<file path="config.mk">
export PLATFORM = sky130hd
export DESIGN_NAME = pwm_dac_driver
export DESIGN_NICKNAME = d
export VERILOG_FILES = /design/src/rtl/dac_pkg.sv /design/src/rtl/pwm_tick_gen.sv /design/src/rtl/pwm_dac_driver.sv
export SDC_FILE = /design/constraint.sdc
export NUM_CORES = 1
export LEC_CHECK = 0
export BUFFER_PORTS_ARGS = -buffer_cell sky130_fd_sc_hd__buf_2
export CORE_AREA = 8 8 86 88
export CTS_CLUSTER_SIZE = 16
export DETAILED_ROUTE_END_ITERATION = 10
export DIE_AREA = 0 0 94 96
export PLACE_DENSITY_LB_ADDON = 0.3
export SLEW_MARGIN = 10
export SYNTH_ARGS = -nofsm -noshare
export SYNTH_HDL_FRONTEND = slang
export SYNTH_SLANG_ARGS = --single-unit
export TNS_END_PERCENT = 50
</file>
<file path="constraint.sdc">
create_clock -name i_clk -period 2.25 [get_ports i_clk]
set_clock_uncertainty 0.05 [all_clocks]
set_input_delay 0.1125 -clock i_clk [delete_from_list [all_inputs] [get_ports i_clk]]
set_output_delay 0.1125 -clock i_clk [all_outputs]
set_load 0.01 [all_outputs]
</file>
<file path="src/rtl/dac_pkg.sv">
// Shared types and defaults for the PWM DAC driver and its helpers.
package dac_pkg;

  localparam int DAC_WIDTH = 8;

  typedef enum logic [1:0] {
    S_IDLE     = 2'd0,
    S_SETTLING = 2'd1,
    S_SETTLED  = 2'd2
  } state_t;

endpackage

</file>
<file path="src/rtl/pwm_tick_gen.sv">
// Prescaler: one tick every PRESCALE clocks while i_run is high, held at zero otherwise.
module pwm_tick_gen
  import dac_pkg::*;
#(
  parameter int PRESCALE = 1
) (
  input  logic i_clk,
  input  logic i_reset,
  input  logic i_run,
  output logic o_tick
);

  localparam int CW = (PRESCALE > 1) ? $clog2(PRESCALE) : 1;
  localparam logic [CW-1:0] LAST = CW'(PRESCALE - 1);

  logic [CW-1:0] r_cnt;
  logic          w_last;

  assign w_last = (r_cnt == LAST);
  assign o_tick = i_run && w_last;

  always_ff @(posedge i_clk) begin
    if (i_reset || !i_run) begin
      r_cnt <= '0;
    end else if (w_last) begin
      r_cnt <= '0;
    end else begin
      r_cnt <= r_cnt + 1'b1;
    end
  end

endmodule

</file>
<file path="src/rtl/pwm_dac_driver.sv">
// PWM renderer for the SAR DAC code: one-deep pending slot, period-aligned loads, settle tracking.
//   state      | meaning
//   S_IDLE     | disabled; counters held at 0, pwm low, not settled
//   S_SETTLING | running; counting unloaded periods since last load / enable
//   S_SETTLED  | running; RC output trustworthy, dac_settled high
module pwm_dac_driver
  import dac_pkg::*;
#(
  parameter int WIDTH          = DAC_WIDTH,
  parameter int PRESCALE       = 1,
  parameter int SETTLE_PERIODS = 16
) (
  input  logic             i_clk,
  input  logic             i_reset,
  input  logic             i_enable,
  input  logic [WIDTH-1:0] i_code_in,
  input  logic             i_code_valid,
  output logic             o_code_ready,
  output logic             o_pwm_out,
  output logic [WIDTH-1:0] o_active_code,
  output logic             o_period_start,
  output logic             o_dac_settled
);

  localparam int SW = $clog2(SETTLE_PERIODS + 1);
  localparam logic [WIDTH-1:0] CNT_MAX     = '1;
  localparam logic [SW-1:0]    SETTLE_LAST = SW'(SETTLE_PERIODS - 1);

  state_t           r_state;
  logic [WIDTH-1:0] r_pwm_cnt;
  logic [WIDTH-1:0] r_pending;
  logic             r_pending_valid;
  logic [WIDTH-1:0] r_active_code;
  logic [SW-1:0]    r_settle_cnt;
  logic             r_pwm_out;
  logic             r_period_start;
  logic             r_dac_settled;

  state_t           w_state_next;
  logic             w_run;
  logic             w_tick;
  logic             w_boundary;
  logic             w_accept;
  logic             w_load;
  logic [WIDTH-1:0] w_pwm_cnt_next;
  logic [WIDTH-1:0] w_pending_next;
  logic             w_pending_valid_next;
  logic [WIDTH-1:0] w_active_next;
  logic [SW-1:0]    w_settle_next;
  logic             w_settled_next;
  logic             w_pwm_out_next;

  // The run qualifier already folds in enable so a falling enable freezes everything at once.
  assign w_run        = (r_state != S_IDLE) && i_enable;
  assign o_code_ready = i_enable && !r_pending_valid;
  assign w_accept     = i_code_valid && o_code_ready;
  assign w_boundary   = w_tick && (r_pwm_cnt == CNT_MAX);
  assign w_load       = w_boundary && r_pending_valid;

  pwm_tick_gen #(
    .PRESCALE(PRESCALE)
  ) u_tick_gen (
    .i_clk  (i_clk),
    .i_reset(i_reset),
    .i_run  (w_run),
    .o_tick (w_tick)
  );

  always_comb begin
    w_state_next         = r_state;
    w_pwm_cnt_next       = r_pwm_cnt;
    w_pending_next       = r_pending;
    w_pending_valid_next = r_pending_valid;
    w_active_next        = r_active_code;
    w_settle_next        = r_settle_cnt;
    w_settled_next       = r_dac_settled;

    if (!w_run) begin
      w_pwm_cnt_next = '0;
    end else if (w_tick) begin
      w_pwm_cnt_next = r_pwm_cnt + 1'b1;
    end

    if (w_accept) begin
      w_pending_next       = i_code_in;
      w_pending_valid_next = 1'b1;
    end

    if (w_load) begin
      w_active_next        = r_pending;
      w_pending_valid_next = 1'b0;
    end

    case (r_state)
      S_IDLE: begin
        w_settle_next  = '0;
        w_settled_next = 1'b0;
        if (i_enable) begin
          w_state_next = S_SETTLING;
        end
      end
      S_SETTLING: begin
        if (w_load) begin
          w_settle_next  = '0;
          w_settled_next = 1'b0;
        end else if (w_boundary) begin
          if (r_settle_cnt == SETTLE_LAST) begin
            w_state_next   = S_SETTLED;
            w_settled_next = 1'b1;
          end else begin
            w_settle_next = r_settle_cnt + 1'b1;
          end
        end
      end
      S_SETTLED: begin
        if (w_load) begin
          w_state_next   = S_SETTLING;
          w_settle_next  = '0;
          w_settled_next = 1'b0;
        end
      end
      default: begin
        w_state_next = S_IDLE;
      end
    endcase

    // Disable from a run state drops any queued code; active_code survives for re-enable.
    if ((r_state != S_IDLE) && !i_enable) begin
      w_state_next         = S_IDLE;
      w_pending_valid_next = 1'b0;
      w_settle_next        = '0;
      w_settled_next       = 1'b0;
    end

    w_pwm_out_next = (w_state_next != S_IDLE) && (w_pwm_cnt_next < w_active_next);
  end

  always_ff @(posedge i_clk) begin
    if (i_reset) begin
      r_state         <= S_IDLE;
      r_pwm_cnt       <= '0;
      r_pending       <= '0;
      r_pending_valid <= 1'b0;
      r_active_code   <= '0;
      r_settle_cnt    <= '0;
      r_pwm_out       <= 1'b0;
      r_period_start  <= 1'b0;
      r_dac_settled   <= 1'b0;
    end else begin
      r_state         <= w_state_next;
      r_pwm_cnt       <= w_pwm_cnt_next;
      r_pending       <= w_pending_next;
      r_pending_valid <= w_pending_valid_next;
      r_active_code   <= w_active_next;
      r_settle_cnt    <= w_settle_next;
      r_pwm_out       <= w_pwm_out_next;
      r_period_start  <= w_boundary;
      r_dac_settled   <= w_settled_next;
    end
  end

  assign o_pwm_out      = r_pwm_out;
  assign o_active_code  = r_active_code;
  assign o_period_start = r_period_start;
  assign o_dac_settled  = r_dac_settled;

endmodule
</file>
Yosys cells after proc, flatten, opt, wreduce, memory -nomap -nowiden

Index checks and enable logic that the tools add are counted.
W data, S select, Z words.

$add $sub $neg: 3
Multiply operators: 0
Divide/modulo/power cells: 0
$lt $le $gt $ge: 1
Equality and inequality tests: 8
Shift operators: 0
Mux-type cells: 20
Bitwise gates (word level): 1
Reduce and logical (&&, ||, !) cells: 21

Operators with widths:

| cell                  | count |
|---|---|
| $mux W8               | 3 |
| $mux W5               | 4 |
| $pmux W5 S3           | 1 |
| $mux W2               | 6 |
| $ne A3 B3 Y1 const B  | 3 |
| $add A8 B1 Y8 const B | 1 |
| $eq A8 B8 Y1 const B  | 1 |
| $logic_and A1 B1 Y1   | 8 |
| $lt A8 B8 Y1          | 1 |
| $reduce_and A4 Y1     | 2 |
| $pmux W2 S3           | 1 |
| $add A5 B1 Y5 const B | 1 |
| $eq A5 B4 Y1 const B  | 1 |
| $mux W1               | 4 |
| $reduce_bool A2 Y1    | 2 |
| $reduce_or A2 Y1      | 2 |
| $logic_not A1 Y1      | 3 |
| $pmux W1 S3           | 1 |
| $reduce_bool A3 Y1    | 1 |
| $reduce_or A3 Y1      | 1 |
| $eq A2 B1 Y1 const B  | 1 |
| $eq A2 B2 Y1 const B  | 1 |
| $logic_not A2 Y1      | 1 |
| $ne A2 B2 Y1 const B  | 1 |
| 3 further kinds       | 3 |

Register bits: 36
Bits in latches: 0
Memory bits (writable): 0
Memory bits (read-only): 0
Bits of input ports: 12
Output and inout bits: 12
Logic and storage cells: 64
Memories: 0

Longest topological paths before layout

Word-level depth: 10
Depth in mapped cells: 10
Mapped depth without buffers: 9

Modules after synthesis

Synthesis repeated with hierarchy kept, for this count alone.

Cell total of the unflattened synthesis: 202
Area, all modules: 1779.2 µm²

By module, submodules not included:

| module         | instances | cells an instance | area an instance (µm²) | sequential area each (µm²) |
|---|---|---|---|---|
| pwm_dac_driver | 1         | 199               | 1741.7                 | 700.7 |
| pwm_tick_gen   | 1         | 3                 | 37.5                   | 20.0 |

Least setup slack after synthesis

Ideal clock, no wire load.

Path type: register to register
From: reg r_pwm_cnt[0]
To: reg r_pwm_out (netlist: o_pwm_out)
Library setup time: 74 ps
Arrival time: 2353 ps
Required time: 2126 ps
Slack: -227 ps
Stages on the path, launching flop included: 11
Path buffers: 1
Clock period less this slack: 2477 ps
Cells stage by stage: dfxtp_1 -> ha_1 -> nand4b_4 -> nor4_4 -> buf_6 -> mux2i_1 -> ha_1 -> a21o_1 -> a21oi_1 -> o221ai_1 -> a31oi_1

Cells in the longest elaborated chain, start to end: 8
Elaborated cells between the ends (all ways): 15
Classes of those cells: 1 x add/sub; 1 x order compare; 1 x eq/ne; 8 x mux; 4 x reduce/logical

RTL lines:

| element                                                               | line                  | source |
|---|---|---|
| from (decl)                                                           | pwm_dac_driver.sv:30  | `logic [WIDTH-1:0] r_pwm_cnt;` |
| from (signal assigned)                                                | pwm_dac_driver.sv:151 | `r_pwm_cnt <= w_pwm_cnt_next;` |
| parallel branches: the longest is 7 deep, another holds $add A8 B1 Y8 | -                     |  |
| $logic_and A1 B1 Y1 *                                                 | pwm_dac_driver.sv:135 | `w_pwm_out_next = (w_state_next != S_IDLE) && (w_pwm_cnt_next < w_active_next);` |
| to (signal assigned)                                                  | pwm_dac_driver.sv:156 | `r_pwm_out <= w_pwm_out_next;` |
| to (decl)                                                             | pwm_dac_driver.sv:35  | `logic r_pwm_out;` |

Every way passes the cells marked *.
A chain may end at the register's enable or synchronous reset.

Final worst setup path

Ends and elaborated chain as after synthesis.

==> flow_summary.json <==
{
  "status": "finished with violations",
  "violations": "negative setup slack",
  "grtUsageTotal": 0.0984,
  "dp_slack_ps": -181,
  "drt-met1-wl_um": 1830,
  "syn_to_final_growth_pct": 28.6,
  "intPower_mw": 1.07,
  "drv_cap": 0,
  "ys_types": 44,
  "setup_ws_ps": -51.9,
  "wl_um": 4110,
  "power.total_mw": 1.35,
  "synth_area_sq_um": 1750,
  "grt_pass1_vias": 1487,
  "slowest_stage": "dfxtp_2",
  "dpl_cell_area_sq_um": 2080,
  "netSwitchingPower_mw": 0.284,
  "crit_buf_inv": 1,
  "synthArstFlopShare": 0,
  "peakVddDrop_mv": 0.328,
  "cp-end-kind": "flip-flop",
  "crit_arrival_ps": 2470,
  "crit_path_start": "r_pwm_cnt[0]",
  "multiInputGateArea_sq_um": 996,
  "top_layer": "met4",
  "critPathTopFamily": "compound AO/OA/AOI/OAI gates",
  "diodes": 0,
  "htree_num_levels": 2,
  "dpl.hpwl_um": 3080,
  "ant_nets": 0,
  "synth_seq_cells": 36,
  "netlist_top_cells_count": "dfxtp_1, nor2_1, a21oi_1",
  "port-buffer-count": 23,
  "fmax_ghz": 0.434,
  "finalCritPeriodShare": 1.02,
  "layout-drive-gt1-share": 0.285,
  "timing.slew.headroom": 0.666,
  "num_rows": 29,
  "yosysTopAreaCell": "dfxtp_1",
  "report.final.setup_viol": 1,
  "nNetsFinal": 256,
  "worst_pin_slew_ps": 501,
  "synth_warnings": 0,
  "p_clk_frac": 0.458,
  "power_density_nw_per_um2": 604,
  "syn_nets": 211,
  "routedWlPerCell_um": 13.2,
  "clkTransAtPathRegs_ps": 70,
  "period_minus_slack_ps": 2300,
  "grt_pass1_wl_um": 7000,
  "cts_tree": "built",
  "finalInstanceArea_sq_um": 2240,
  "worstSetupPathType": "flip-flop to flip-flop",
  "syn_inst": 189,
  "wl_met3_um": 208,
  "clockBufferDepth": 2,
  "worstHoldStart": "i_code_in[6]",
  "hold_violations": 0,
  "cts_buffers": 5,
  "die_width_um": 94,
  "synth_most_common_cell": "dfxtp_1",
  "reg2regPathDepth": 10,
  "ys_seq_area_frac": 0.413,
  "dr.pass1.iters": 4,
  "cp.required_ps": 2420,
  "fp.coreArea_sq_um": 6100,
  "final-max-slew-violation-count": 0,
  "io_pins": 24,
  "crit_path_max_incr_delay_ps": 350,
  "path_max_fanout": 3,
  "grt_setup_unrepaired": "yes",
  "drc": 0,
  "grt_overflow_total": 0,
  "holdPathStages": 3,
  "grt_max_degree": 29,
  "first_iter_violations": 33,
  "synth_edf_count": 0,
  "pwr-share-seq": 0.484,
  "start_util": 0.286,
  "avgSynthCellArea_sq_um": 9.24,
  "cts_hold_buffers": 0,
  "whs_ps": 18.4,
  "clk_latency_ps": 290,
  "dieArea_sq_um": 9020,
  "vias": 1500,
  "p_comb_frac": 0.059,
  "synthFlopType": "dfxtp_1",
  "startpoint_type": "flip-flop",
  "synth.top_cells.by_area": "dfxtp_1, ha_1, mux2i_1",
  "cts_root_buf": "clkbuf_8",
  "hold_class": "input port to flip-flop",
  "seq_area_sq_um": 723,
  "fill_cells": 650,
  "wl_met2_um": 2020,
  "p_leak_nw": 0.930,
  "worstPathCellList": "ha_4 -> nand4b_4 -> nor4_4 -> buf_4 -> mux2i_2 -> ha_1 -> a21o_1 -> a21oi_2 -> o221ai_1 -> a31oi_1",
  "place.gp.congestion": 0.842,
  "die_y_um": 96,
  "numClockSinks": 36,
  "path_depth": 10,
  "r2r_start": "r_pwm_cnt[0]",
  "antenna_found_initial": 0,
  "synthDominantCellAreaShare": 0.413,
  "viasPerCell": 4.81,
  "power.share.switching": 0.210
}
-- stage by stage --
step           cells  setup TNS, ps  utilization
6_report         312          -51.9        0.368
3_5_place_dp     301           -181        0.342
5_1_grt          312           -183        0.368
4_1_cts          312          -35.7        0.368
2_1_floorplan    189           -104            -
3_3_place_gp     301          -26.4        0.342
-- power groups by stage --
stage / logic [mW] / clock network [mW] / registers, mW
floorplan: 0.0496 / 0 / 0.670
CTS: 0.0804 / 0.645 / 0.656
global route: 0.0901 / 0.667 / 0.657
finish: 0.0794 / 0.620 / 0.656
detailed placement: 0.0798 / 0 / 0.670
global placement: 0.0798 / 0 / 0.671
-- registers in the layout, summed over array words and instances (netlist names) --
| register | count |
|---|---|
| o_pwm_out | 1 |
| r_state | 2 |
| r_pending | 8 |
| o_period_start | 1 |
| r_settle_cnt | 5 |
| r_pending_valid | 1 |
| r_pwm_cnt | 8 |
| o_active_code | 8 |
| o_dac_settled | 1 |
| u_tick_gen.r_cnt | 1 |
-- logic make-up (layout without fill, tap and decap cells) --
group / after synthesis / in the layout / synth area share
simple gates: 79 / 79 / 0.259
flops: 36 / 36 / 0.413
compound gates: 34 / 34 / 0.133
buf+inv: 12 / 58 / 0.0301
fa+ha+maj: 10 / 10 / 0.0717
mux: 9 / 9 / 0.0516
xor+xnor: 8 / 8 / 0.0401
other cells: 1 / 1 / 0.00215
-- final timing paths --
path,end,slack [ps]
worst min-delay path,r_pending[6],20
worst max-delay path,o_pwm_out,-50
worst min register to register,r_settle_cnt[4],410
worst max register to register,o_pwm_out,-50
-- routing by layer --
layer,GRT usage,vias to the layer above
met5,0,-
li1,-,774
met4,0.0317,0
met2,0.166,19
met1,0.112,702
met3,0.0382,5
-- layout make-up --
type | instances | share of cell area
multi-input combinational | 141 | 0.444
sequential | 36 | 0.322
timing repair buffer | 46 | 0.128
clock buffer | 7 | 0.0429
tap | 77 | 0.0429
clock inverter | 1 | 0.0134
inverter | 4 | 0.00669
-- cell usage in the layout (no fill, tap or decap), types with 3 or more instances in the layout --
cell      instances
mux2i_1           8
nand3_1          15
nor2_1           19
xnor2_1           5
a21oi_1          15
nor2b_1           4
nor3_1            9
dfxtp_1          34
o21ai_0           4
buf_2            23
buf_4            23
nand2_1          12
inv_1             4
xor2_1            3
clkbuf_8          7
ha_1              9
-- worst register-to-register path: cells and delay by family, from the launching register on --
family,cells,cell delay (ps)
fa+ha+maj,2,430
buf+inv,1,190
compound gates,4,540
simple gates,2,440
mux,1,240
flops,1,350
-- repair_timing --
action	in CTS	in global routing
pin swaps	3	0
setup buffers	3	0
gates resized for setup	2	1
setup endpoints to repair	1	2
endpoints found under the hold margin	0	0
Power figures use the tool's default switching activity.
